<file path="config.mk">
export PLATFORM = sky130hd
export DESIGN_NAME = conv_pixel_engine
export DESIGN_NICKNAME = d
export VERILOG_FILES = /design/src/rtl/conv_pixel_engine.sv
export SDC_FILE = /design/constraint.sdc
export NUM_CORES = 2
export LEC_CHECK = 0
export CAP_MARGIN = 5
export CORE_ASPECT_RATIO = 0.75
export CORE_MARGIN = 1.5
export CORE_UTILIZATION = 42
export DETAILED_ROUTE_END_ITERATION = 10
export PLACE_DENSITY = 0.6
export SLEW_MARGIN = 0
export SYNTH_ARGS = -nofsm -noshare
export SYNTH_HDL_FRONTEND = slang
export SYNTH_SLANG_ARGS = --single-unit
</file>
<file path="constraint.sdc">
create_clock -name clk -period 10.95 [get_ports clk]
set_clock_uncertainty 0.15 [all_clocks]
set_input_delay 2.19 -clock clk [delete_from_list [all_inputs] [get_ports clk]]
set_output_delay 2.19 -clock clk [all_outputs]
set_load 0.03 [all_outputs]
</file>
<file path="src/rtl/conv_pixel_engine.sv">
// One output pixel of a conv layer: MAC over MACS operands per channel, add bias, activate, requantize to int8.
// Define CONV_PIXEL_LEAKY_EN to use leaky-ReLU (x>>>3 for negatives) instead of the linear activation.
module conv_pixel_engine #(
    parameter int MACS    = 288,
    parameter int NUM_CH  = 4,
    parameter int SCALE_Q = 16
) (
    input  logic        clk,
    input  logic        rst,
    input  logic        start,
    input  logic [15:0] scale,
    output logic        busy,
    output logic        rd_en,
    output logic [8:0]  rd_addr,
    output logic [7:0]  rd_ch,
    input  logic [7:0]  w_data,
    input  logic [7:0]  a_data,
    output logic        bias_rd_en,
    input  logic [31:0] bias_data,
    output logic        out_valid,
    input  logic        out_ready,
    output logic [7:0]  out_int8,
    output logic [7:0]  out_ch,
    output logic        done
);

    typedef enum logic [2:0] {
        IDLE,
        ISSUE,
        DRAIN,
        ACT,
        QUANT,
        EMIT,
        FIN
    } state_t;

    localparam logic [8:0]         LAST_ADDR = 9'(MACS - 1);
    localparam logic [7:0]         LAST_CH   = 8'(NUM_CH - 1);
    localparam logic signed [63:0] ROUND     = 64'sd1 <<< (SCALE_Q - 1);

    state_t      state_q, state_d;
    logic [8:0]  addr_q, addr_d;
    logic [7:0]  ch_q, ch_d;
    logic [31:0] acc_q, acc_d;
    logic [31:0] bias_q, bias_d;
    logic [31:0] act_q, act_d;
    logic [15:0] scale_q, scale_d;
    logic [7:0]  out_int8_q, out_int8_d;
    logic        prod_valid_q, prod_valid_d;
    logic        bias_valid_q, bias_valid_d;

    logic signed [15:0] w_ext, a_ext, product;
    logic [31:0]        pre_act;
    logic [31:0]        act_fn;
    logic signed [63:0] act_wide, scale_wide, q_wide;
    logic [7:0]         q_sat;

    always_ff @(posedge clk) begin
        if (rst) begin
            state_q      <= IDLE;
            addr_q       <= '0;
            ch_q         <= '0;
            acc_q        <= '0;
            bias_q       <= '0;
            act_q        <= '0;
            scale_q      <= '0;
            out_int8_q   <= '0;
            prod_valid_q <= 1'b0;
            bias_valid_q <= 1'b0;
        end else begin
            state_q      <= state_d;
            addr_q       <= addr_d;
            ch_q         <= ch_d;
            acc_q        <= acc_d;
            bias_q       <= bias_d;
            act_q        <= act_d;
            scale_q      <= scale_d;
            out_int8_q   <= out_int8_d;
            prod_valid_q <= prod_valid_d;
            bias_valid_q <= bias_valid_d;
        end
    end

    // Datapath helpers: operand product, activation and requantize with saturation.
    always_comb begin
        w_ext   = {{8{w_data[7]}}, w_data};
        a_ext   = {{8{a_data[7]}}, a_data};
        product = w_ext * a_ext;
        pre_act = acc_q + bias_q;
`ifdef CONV_PIXEL_LEAKY_EN
        act_fn = pre_act[31] ? {{3{pre_act[31]}}, pre_act[31:3]} : pre_act;
`else
        act_fn = pre_act;
`endif
        act_wide   = {{32{act_q[31]}}, act_q};
        scale_wide = {48'd0, scale_q};
        q_wide     = (act_wide * scale_wide + ROUND) >>> SCALE_Q;
        if (q_wide > 64'sd127) begin
            q_sat = 8'h7f;
        end else if (q_wide < -64'sd128) begin
            q_sat = 8'h80;
        end else begin
            q_sat = q_wide[7:0];
        end
    end

    always_comb begin
        state_d    = state_q;
        addr_d     = addr_q;
        ch_d       = ch_q;
        acc_d      = acc_q;
        bias_d     = bias_q;
        act_d      = act_q;
        scale_d    = scale_q;
        out_int8_d = out_int8_q;

        rd_en      = (state_q == ISSUE);
        bias_rd_en = (state_q == ISSUE) && (addr_q == 9'd0);
        busy       = (state_q != IDLE) && (state_q != FIN);
        out_valid  = (state_q == EMIT);
        done       = (state_q == FIN);

        prod_valid_d = rd_en;
        bias_valid_d = bias_rd_en;

        // Memory data trails each request by one cycle, so the delayed strobes gate capture.
        if (prod_valid_q) begin
            acc_d = acc_q + {{16{product[15]}}, product};
        end
        if (bias_valid_q) begin
            bias_d = bias_data;
        end

        case (state_q)
            IDLE: begin
                if (start) begin
                    scale_d = scale;
                    ch_d    = 8'd0;
                    addr_d  = 9'd0;
                    acc_d   = 32'd0;
                    state_d = ISSUE;
                end
            end
            ISSUE: begin
                if (addr_q == LAST_ADDR) begin
                    addr_d  = 9'd0;
                    state_d = DRAIN;
                end else begin
                    addr_d = addr_q + 9'd1;
                end
            end
            DRAIN: begin
                state_d = ACT;
            end
            ACT: begin
                act_d   = act_fn;
                state_d = QUANT;
            end
            QUANT: begin
                out_int8_d = q_sat;
                state_d    = EMIT;
            end
            EMIT: begin
                if (out_ready) begin
                    if (ch_q == LAST_CH) begin
                        state_d = FIN;
                    end else begin
                        ch_d    = ch_q + 8'd1;
                        acc_d   = 32'd0;
                        state_d = ISSUE;
                    end
                end
            end
            FIN: begin
                state_d = IDLE;
            end
            default: begin
                state_d = IDLE;
            end
        endcase
    end

    assign rd_addr  = addr_q;
    assign rd_ch    = ch_q;
    assign out_ch   = ch_q;
    assign out_int8 = out_int8_q;

endmodule

</file>
==> metrics.txt <==
status=completed; share of cells above drive strength 1=0.0339; LEAKAGE=15.8 nW; drt first pass iters=7; row count=83; # clock sinks=142; vias in the first global route=22200; Setup Crit Path Kind=input port to flip-flop; dpl cell area=31100 um2; Hold Startpoint=scale_q[0]; CP Launch Type=input port; cts hold-fix bufs=0; RSZ-0062 raised after global routing=false; setup TNS=0 ps; area leader, netlist=fa_1; Final #Nets=4237; Die Wd=308 um; hpwl dp=60.6 mm; Clock Path Buffers=2; ANT cells=0; Initial Utilization=0.426; GR Overflow Total=0; final wirelength=77.0 mm; final instance area=31700 um2; clk slew on worst S/H paths=70 ps; sequential-to-total area share from yosys stat=0.0973; pwr dens=124 nW/um2; post-synthesis instance area=29200 um2; HP Class=flip-flop to flip-flop; min Tclk post-route=9110 ps; H-tree depth=4; CP endpoint kind=flip-flop; core area=68600 um2; largest net degree at the start of global routing=53; Ports=106; count of different cell masters after synthesis=92; main flop type after synthesis=dfxtp_1; Worst Path Max Fanout=15; initial antenna violation count=1; postcts setup bufs=0; data required time of the worst path=11140 ps; Final setup viols=0; number of remaining DRC errors=0; CP most frequent cell=inv_1; worst endpoint data arrival time=9310 ps; Crit Reg-Reg Startpoint=scale_q[13]; max cap viols=0; minimum hold slack=310 ps; Synth warnings=0; vias per cell=5.09; Async SR Flop Fraction=0; Worst-Margin Slew=1090 ps; CTS tree=built; Num CTS Buffers=17; Post-Syn Instances=3370; post-cts resize count=0; CP startpoint=w_data[6]; Top delay family on crit path=compound AO/OA/AOI/OAI gates; dpl cells=4299; EDFF count, synth=0; final worst path period share=0.832; synthesized area per cell=8.67 um2; drt wl/cell=17.8 um; GRT Total Usage=0.223; Starting DRT DRC Count=1578; IO buf count=105; max-slew violation count=0; clk_lat worst skew=450 ps; Final Util=0.462; CP max stage delay=530 ps; Synth Register Bits=142; Final Wtd Congestion=0.887; slowest library cell on the worst path=fa_1; Yosys top cell area share=0.376; Final ANT Viol Nets=0; relative slew slack=0.272; Final Hold Fails=0; first-pass GRT wire length=125 mm; Die H=231 um; final std cells w/o fill=4331; worst path bufs/invs=7; Mapped Nets=4224; maximum clock rate=0.110 GHz; top cells by area, synth=fa_1 38%, ha_1 10%, dfxtp_1 9.7%; die area=71200 um2; vias=22000; Max IR drop VDD=0.227 mV; P&R area growth vs syn=8.54%; clock root buffer=clkbuf_16
==> power breakdown <==
part	switching (mW)	internal [mW]
Sequential	0.239	0.604
Combinational	1.41	1.03
Clock	0.272	0.375
Total	1.92	2.01
==> routing by layer <==
layer	track usage	vias up	share of wire
met1	0.349	10900	0.50
met2	0.326	646	0.42
met3	0.0376	48	0.068
met4	0.0314	2	0.011
li1	-	10400	-
met5	0	-	0.00017
==> synthesized netlist by cell type, types with 5 or more instances <==
library cell / instances
a31o_2: 6
nand2_1: 395
o21ai_0: 65
a21o_1: 37
o31ai_1: 8
nor3_1: 27
nand4_1: 24
o41ai_1: 6
nand3_1: 43
o21a_1: 14
o211ai_1: 7
xor2_1: 30
nand2b_1: 20
or2_2: 9
nor2_1: 157
a211oi_1: 17
a21boi_0: 5
and2_1: 319
fa_1: 549
nor2b_1: 13
ha_1: 237
and3_1: 12
buf_4: 9
a21oi_1: 135
buf_1: 6
inv_1: 697
or3_1: 7
a31oi_1: 18
nor4_1: 7
xnor2_1: 63
clkbuf_1: 118
dfxtp_1: 142
o21bai_1: 12
mux2i_1: 55
==> worst min-delay path, cell delays in order (launching register included) <==
cell     delay (ps)
dfxtp_1         310
nand2_1          50
a21oi_1          50
==> worst paths after layout <==
| check | end | cells after the start | slack (ps) |
|---|---|---|---|
| setup reg to reg | out_int8[4] | 23 | 2500 |
| setup / recovery | acc_q[31] | 31 | 1840 |
| hold reg to reg | scale_q[0] | 2 | 310 |
| hold / removal | scale_q[0] | 2 | 310 |
==> logic make-up (layout without fill, tap and decap cells) <==
| logic type | after synthesis | in the layout | share of synthesized area |
|---|---|---|---|
| simple gates | 1067 | 1067 | 0.181 |
| mux | 56 | 56 | 0.0192 |
| buf+inv | 837 | 863 | 0.110 |
| compound gates | 389 | 389 | 0.0868 |
| xor+xnor | 93 | 93 | 0.0279 |
| fa+ha+maj | 786 | 786 | 0.478 |
| flops | 142 | 142 | 0.0973 |
==> cell usage in the layout, fill, tap and decap left out, drive strengths merged, types with 20 or more instances in the layout <==
cell           count
dfxtp            142
nand2b            20
ha               237
nor3              30
xor2              30
nor2             157
clkdlybuf4s50    104
inv              704
xnor2             63
mux2i             55
nand4             25
a21o              38
nand3             45
nand2            396
a21oi            137
fa               549
and2             319
o21ai             69
buf               28
==> registers in the layout, indices dropped and copies added (netlist names) <==
| signal | count |
|---|---|
| acc_q | 32 |
| prod_valid_q | 1 |
| bias_valid_q | 1 |
| act_q | 32 |
| out_int8 | 8 |
| scale_q | 16 |
| rd_addr | 9 |
| bias_q | 32 |
| state_q | 3 |
| out_ch | 8 |
==> final cells by class <==
class,count,area [um2]
sequential,142,2860
inverter,699,2620
timing repair buffer,132,1250
fill,6688,36900
clock buffer,18,439
clock inverter,14,199
multi-input combinational,2391,23200
tap,935,1170
==> per-stage QoR <==
stage | power (mW) | worst slack, ps
CTS | 3.92 | 1820
global route | 4.28 | 1250
finish | 3.92 | 1840
global placement | 3.25 | 1380
floorplan | 2.65 | 1970
detailed placement | 3.26 | 1340
(Power assumes the default switching activity.)
